--- config.mk ---
export PLATFORM = sky130hd
export DESIGN_NAME = md_unit_flat
export DESIGN_NICKNAME = d
export VERILOG_FILES = /design/src/rtl/md_unit_if.sv /design/src/rtl/md_unit.sv /design/src/flat_wrapper.sv
export SDC_FILE = /design/constraint.sdc
export NUM_CORES = 2
export LEC_CHECK = 0
export CAP_MARGIN = 20
export CORE_MARGIN = 4
export CORE_UTILIZATION = 60
export DETAILED_ROUTE_END_ITERATION = 6
export PLACE_DENSITY = 0.86
export RECOVER_POWER = 50
export SLEW_MARGIN = 30
export SYNTH_ARGS = -nofsm -noshare
export SYNTH_HDL_FRONTEND = slang
export SYNTH_SLANG_ARGS = --single-unit
--- constraint.sdc ---
create_clock -name Clk -period 32.6 [get_ports Clk]
set_input_delay 8.15 -clock Clk [delete_from_list [all_inputs] [get_ports Clk]]
set_output_delay 8.15 -clock Clk [all_outputs]
set_load 0.01 [all_outputs]
--- src/rtl/md_unit_if.sv ---
// E-stage <-> multiply/divide unit request/response bundle.
// E drives the request side; the unit returns HI/LO and its status.
interface md_unit_if;
  logic        md_valid;
  logic [3:0]  md_op;
  logic [31:0] md_a;
  logic [31:0] md_b;
  logic        md_flush;
  logic [31:0] md_hi;
  logic [31:0] md_lo;
  logic        md_busy;
  logic        md_done;

  modport master (
    output md_valid, md_op, md_a, md_b, md_flush,
    input  md_hi, md_lo, md_busy, md_done
  );

  modport slave (
    input  md_valid, md_op, md_a, md_b, md_flush,
    output md_hi, md_lo, md_busy, md_done
  );
endinterface

--- src/rtl/md_unit.sv ---
// Multi-cycle multiply/divide unit owning HI/LO: fixed-latency multiply/accumulate
// and a 33-cycle radix-2 restoring divider (32 iterations plus sign fixup).
module md_unit #(
  parameter int MUL_CYCLES = 3
) (
  input logic       Clk,
  input logic       reset,
  md_unit_if.slave  md
);

  typedef enum logic [1:0] {S_IDLE, S_MUL, S_DIV} state_t;

  localparam logic [3:0] OP_MULT  = 4'd1, OP_MULTU = 4'd2, OP_DIV   = 4'd3, OP_DIVU  = 4'd4,
                         OP_MTHI  = 4'd5, OP_MTLO  = 4'd6, OP_MUL   = 4'd7, OP_MADD  = 4'd8,
                         OP_MADDU = 4'd9, OP_MSUB  = 4'd10, OP_MSUBU = 4'd11;

  state_t      state_q, state_nxt;
  logic [5:0]  cnt_q, cnt_nxt;
  logic        busy_q, done_q, done_nxt;
  logic [31:0] hi_q, lo_q, hi_nxt, lo_nxt;
  logic        ld_op;

  logic [3:0]  op_p0;
  logic [31:0] a_p0, b_p0;
  logic [31:0] rem_p1, quo_p1, dvs_p1;
  logic [32:0] rem_sh, trial;

  function automatic logic is_signed_op(input logic [3:0] op);
    return (op == OP_MULT) || (op == OP_MUL) || (op == OP_DIV) ||
           (op == OP_MADD) || (op == OP_MSUB);
  endfunction

  function automatic logic [31:0] magnitude(input logic sgn, input logic [31:0] x);
    return (sgn && x[31]) ? (32'd0 - x) : x;
  endfunction

  // 64-bit product, optionally folded into the current HI/LO with wraparound.
  function automatic logic [63:0] mul_acc(input logic [3:0] op, input logic [31:0] a,
                                          input logic [31:0] b, input logic [63:0] acc);
    logic signed [63:0] sa, sb;
    logic [63:0] prod;
    sa = is_signed_op(op) ? {{32{a[31]}}, a} : {32'd0, a};
    sb = is_signed_op(op) ? {{32{b[31]}}, b} : {32'd0, b};
    prod = sa * sb;
    case (op)
      OP_MADD, OP_MADDU: return acc + prod;
      OP_MSUB, OP_MSUBU: return acc - prod;
      default:           return prod;
    endcase
  endfunction

  // Final step: restore signs, or apply the divide-by-zero convention.
  function automatic logic [63:0] div_fixup(input logic [3:0] op, input logic [31:0] a,
                                            input logic [31:0] b, input logic [31:0] quo,
                                            input logic [31:0] rem);
    logic sgn;
    logic [31:0] q, r;
    sgn = is_signed_op(op);
    if (b == 32'd0) return {a, 32'hFFFF_FFFF};
    q = (sgn && (a[31] ^ b[31])) ? (32'd0 - quo) : quo;
    r = (sgn && a[31]) ? (32'd0 - rem) : rem;
    return {r, q};
  endfunction

  assign rem_sh = {rem_p1, quo_p1[31]};
  assign trial  = rem_sh - {1'b0, dvs_p1};

  always_comb begin
    state_nxt = state_q;
    cnt_nxt   = cnt_q;
    hi_nxt    = hi_q;
    lo_nxt    = lo_q;
    done_nxt  = 1'b0;
    ld_op     = 1'b0;
    if (md.md_flush) begin
      state_nxt = S_IDLE;
      cnt_nxt   = 6'd0;
    end else begin
      case (state_q)
        S_IDLE: begin
          if (md.md_valid) begin
            case (md.md_op)
              OP_MULT, OP_MULTU, OP_MUL, OP_MADD, OP_MADDU, OP_MSUB, OP_MSUBU: begin
                state_nxt = S_MUL;
                cnt_nxt   = 6'd0;
                ld_op     = 1'b1;
              end
              OP_DIV, OP_DIVU: begin
                state_nxt = S_DIV;
                cnt_nxt   = 6'd0;
                ld_op     = 1'b1;
              end
              OP_MTHI: hi_nxt = md.md_a;
              OP_MTLO: lo_nxt = md.md_a;
              default: ;
            endcase
          end
        end
        S_MUL: begin
          if (cnt_q == 6'(MUL_CYCLES - 1)) begin
            {hi_nxt, lo_nxt} = mul_acc(op_p0, a_p0, b_p0, {hi_q, lo_q});
            done_nxt  = 1'b1;
            state_nxt = S_IDLE;
            cnt_nxt   = 6'd0;
          end else begin
            cnt_nxt = cnt_q + 6'd1;
          end
        end
        S_DIV: begin
          if (cnt_q == 6'd32) begin
            {hi_nxt, lo_nxt} = div_fixup(op_p0, a_p0, b_p0, quo_p1, rem_p1);
            done_nxt  = 1'b1;
            state_nxt = S_IDLE;
            cnt_nxt   = 6'd0;
          end else begin
            cnt_nxt = cnt_q + 6'd1;
          end
        end
        default: begin
          state_nxt = S_IDLE;
          cnt_nxt   = 6'd0;
        end
      endcase
    end
  end

  always_ff @(posedge Clk or posedge reset) begin
    if (reset) begin
      state_q <= S_IDLE;
      cnt_q   <= 6'd0;
      busy_q  <= 1'b0;
      done_q  <= 1'b0;
      hi_q    <= 32'd0;
      lo_q    <= 32'd0;
    end else begin
      state_q <= state_nxt;
      cnt_q   <= cnt_nxt;
      busy_q  <= (state_nxt != S_IDLE);
      done_q  <= done_nxt;
      hi_q    <= hi_nxt;
      lo_q    <= lo_nxt;
    end
  end

  // p0: operands captured at start; p1: divider remainder/quotient iteration
  always_ff @(posedge Clk) begin
    if (ld_op) begin
      op_p0  <= md.md_op;
      a_p0   <= md.md_a;
      b_p0   <= md.md_b;
      rem_p1 <= 32'd0;
      quo_p1 <= magnitude(is_signed_op(md.md_op), md.md_a);
      dvs_p1 <= magnitude(is_signed_op(md.md_op), md.md_b);
    end else if (state_q == S_DIV && cnt_q < 6'd32) begin
      if (!trial[32]) begin
        rem_p1 <= trial[31:0];
        quo_p1 <= {quo_p1[30:0], 1'b1};
      end else begin
        rem_p1 <= rem_sh[31:0];
        quo_p1 <= {quo_p1[30:0], 1'b0};
      end
    end
  end

  assign md.md_hi   = hi_q;
  assign md.md_lo   = lo_q;
  assign md.md_busy = busy_q;
  assign md.md_done = done_q;

endmodule

--- src/flat_wrapper.sv ---
// flat-port wrapper written by rule: the top's interface ports become plain ports
module md_unit_flat 
#(
  parameter int MUL_CYCLES = 3
)
  (Clk, reset, md_md_valid, md_md_op, md_md_a, md_md_b, md_md_flush, md_md_hi, md_md_lo, md_md_busy, md_md_done);
  md_unit_if md_i ();
  input logic Clk;
  input logic reset;
  input wire logic [$bits(md_i.md_valid)-1:0] md_md_valid;
  input wire logic [$bits(md_i.md_op)-1:0] md_md_op;
  input wire logic [$bits(md_i.md_a)-1:0] md_md_a;
  input wire logic [$bits(md_i.md_b)-1:0] md_md_b;
  input wire logic [$bits(md_i.md_flush)-1:0] md_md_flush;
  output wire logic [$bits(md_i.md_hi)-1:0] md_md_hi;
  output wire logic [$bits(md_i.md_lo)-1:0] md_md_lo;
  output wire logic [$bits(md_i.md_busy)-1:0] md_md_busy;
  output wire logic [$bits(md_i.md_done)-1:0] md_md_done;
  assign md_i.md_valid = md_md_valid;
  assign md_i.md_op = md_md_op;
  assign md_i.md_a = md_md_a;
  assign md_i.md_b = md_md_b;
  assign md_i.md_flush = md_md_flush;
  assign md_md_hi = md_i.md_hi;
  assign md_md_lo = md_i.md_lo;
  assign md_md_busy = md_i.md_busy;
  assign md_md_done = md_i.md_done;
  md_unit #(.MUL_CYCLES(MUL_CYCLES)) u_core (.Clk(Clk), .reset(reset), .md(md_i));
endmodule
==> run_results.csv <==
group,metric,value,unit
status,status,"finished with violations",
status,violations,"capacitance limit, slew limit",
die,die_area,119000,µm²
cells_and_area,final_cell_mix,"inv_1, fa_1, nand2_1",
die,die_height,345,µm
route,wl_per_cell,24.5,µm
cells_and_area,fin_nets,9466,
timing,skew,0.0212,ns
critical_path,max_stage_delay,0.75,ns
global_route,antenna_found_initial,17,
global_route,grt_usage,37.6,%
clocking,cts_root_buf,"clkbuf_16",
timing,grt_setup_unrepaired,"no",
synthesis,synth_area,68200,µm²
placed_design,dp_hpwl,180,mm
cells_and_area,seqCellArea,6430,µm²
cells_and_area,multi_input_area,54200,µm²
timing,period_minus_slack,14.19,ns
critical_path,setup.worst_path.end_class,"flop",
route,viasPerCell,6.13,
cells_and_area,final_common_cell,"inv_1",
synthesis,syn_nets,9576,
die,boundaryPins,138,
synthesis,ys.flop_type,"edfxtp_1",
die,start_util,60.6,%
critical_path,worstSetupPathType,"reg -> reg",
timing,worst_pin_slew,3.37,ns
synthesis,avgSynthCellArea,8.95,µm²
run,max_cap_viol_count,3,
die,rows,123,
timing,setup_violations,0,
synthesis,synth_edf_count,131,
cells_and_area,drive_gt1_share,2.95,%
clocking,clock_path_buffers,3,
global_route,grt_overflow,0,
timing,whs,0.531,ns
critical_path,cpMostUsedCell,"fa_1",
placed_design,numPortBuffers,137,
clocking,cts_resized,0,
clocking,cts_buffers,25,
global_route,first_global_vias,59300,
placed_design,dp_slack,18.70,ns
critical_path,cp.buffers_inverters,5,
clocking,post-cts-setup-buffer-count,0,
timing,fin_setup_tns,0,ns
cells_and_area,area_growth,4.97,%
die,core_area,113000,µm²
critical_path,start_kind,"flop",
synthesis,ys_seq_elements,237,
route,first_iter_violations,5944,
route,drtAntennaViolNets,0,
clocking,tritoncts,"built",
timing,period_share,43.5,%
synthesis,synth_seq_area_share,9.42,%
clocking,clock_sinks,237,
critical_path,critPathSlowestCell,"nor4b_1",
synthesis,netlist_instances,7626,
critical_path,cp.required,33.11,ns
synthesis,ys_warn_count,0,
critical_path,cp_data_arrival_time,14.71,ns
timing,slew_violations,182,
global_route,grt_max_degree,78,
route,drc,0,
clocking,cts_hold_buffers,0,
timing,fmax,70.5,MHz
clocking,clkLatencyLatePin,0.59,ns
route,vias,55400,
synthesis,synthArstFlopShare,31.2,%
global_route,grt_pass1_wl,345,mm
timing,layout_setup_ws,18.41,ns
placed_design,gp_congestion,1.01,
die,die_x,345,µm
critical_path,crit_family,"adder cells",
min_path,hp-class,"reg -> reg",
cells_and_area,fill_cells,9006,
timing,hold_viol,0,
clocking,h-tree-depth,1,
clocking,path_clk_slew,0.08,ns
timing,slew_headroom,-125,%
route,postRouteWirelength,222,mm
critical_path,path_max_fanout,35,
synthesis,ys_types,98,
route,first_pass_iters,6,
[cell families (layout without fill, tap and decap cells)]
family | count (synthesis) | count (layout) | share of synthesized area (%)
flip-flops | 237 | 237 | 9.42
AND/OR/NAND/NOR | 2063 | 2063 | 14.3
AO/OA/AOI/OAI | 1021 | 1021 | 9.62
adder cells (fa/ha/maj) | 1878 | 1878 | 50.2
multiplexers | 30 | 30 | 0.442
buffers and inverters | 2025 | 1934 | 11.3
XOR/XNOR | 372 | 372 | 4.78
other | 0 | 2 | 0
[sequential cells by signal, summed over array words and instances (netlist names), 6 cells and up]
| register | flops |
|---|---|
| u_core.dvs_p1 | 31 |
| u_core.rem_p1 | 32 |
| u_core.md.md_lo | 32 |
| u_core.md.md_hi | 32 |
| u_core.quo_p1 | 32 |
| u_core.cnt_q | 6 |
| u_core.b_p0 | 32 |
| u_core.a_p0 | 32 |
[cells in the mapped netlist (11+ instances only)]
cell type	number	area, µm²
inv_1	1652	6200
fa_1	1428	28600
nand2_1	1051	3950
ha_1	450	5630
and2_1	408	2550
clkbuf_1	341	1280
o21ai_0	303	1520
a21oi_1	223	1120
nor2_1	221	830
xnor2_1	219	1920
xor2_1	153	1340
edfxtp_1	131	3930
a21o_1	81	608
dfrtp_1	74	1850
o31ai_1	73	548
nand3_1	66	330
nor3_1	56	280
and3_1	44	275
o211ai_1	40	300
nand2b_1	39	244
nor4_1	33	206
dfxtp_1	32	641
a211oi_1	31	233
a221oi_1	30	263
mux2i_1	29	290
a31oi_1	27	169
nor2b_1	27	169
o21bai_1	26	195
nand4_1	24	150
o21a_1	24	180
o41ai_1	21	184
or2_2	21	131
or3_1	19	119
o311ai_0	15	131
a311oi_1	11	96.3
a31o_2	11	96.3
[through the flow]
step	utilization (%)	std cells	area, µm²
floorplan	-	7626	68200
global placement	62.8	8989	70700
detailed placement	62.8	8989	70800
CTS	63.5	9035	71600
global route	63.6	9035	71600
finish	63.6	9037	71600
[final cells by class]
| cell class | instances | share of cell area (%) |
|---|---|---|
| Clock inverter | 21 | 0.290 |
| Antenna cell | 2 | 0.00699 |
| Sequential cell | 237 | 8.97 |
| Inverter | 1652 | 8.66 |
| Clock buffer | 25 | 0.874 |
| Timing Repair Buffer | 236 | 2.93 |
| Tap cell | 1500 | 2.62 |
| Multi-Input combinational cell | 5364 | 75.6 |
[per-layer routing]
metal / vias up / share of wire (%) / wire length (µm) / GRT usage (%)
li1: 23200 / - / - / -
met1: 27700 / 36 / 80100 / 48.3
met2: 3603 / 45 / 98900 / 58.7
met3: 770 / 14 / 30000 / 11.5
met4: 6 / 5.7 / 12700 / 17.3
met5: - / 0.023 / 51 / 0
[worst paths after layout]
check	startpoint	endpoint	slack [ns]	cells past startpoint
worst max register to register	u_core.op_p0[2]$_DFFE_PP_	u_core.md.md_hi[30]$_DFFE_PP0P_	18.41	46
min in group asynchronous	reset	u_core.md.md_hi[27]$_DFFE_PP0P_	8.29	2
max in group asynchronous	reset	u_core.md.md_lo[12]$_DFFE_PP0P_	20.57	3
worst min-delay path	u_core.cnt_q[4]$_DFFE_PP0P_	u_core.cnt_q[4]$_DFFE_PP0P_	0.53	1
worst max-delay path	u_core.op_p0[2]$_DFFE_PP_	u_core.md.md_hi[30]$_DFFE_PP0P_	18.41	46
worst min register to register	u_core.cnt_q[4]$_DFFE_PP0P_	u_core.cnt_q[4]$_DFFE_PP0P_	0.53	1
Power is not shown: default switching activity piles up to over one toggle a cycle in this logic, so the estimate is an artifact.
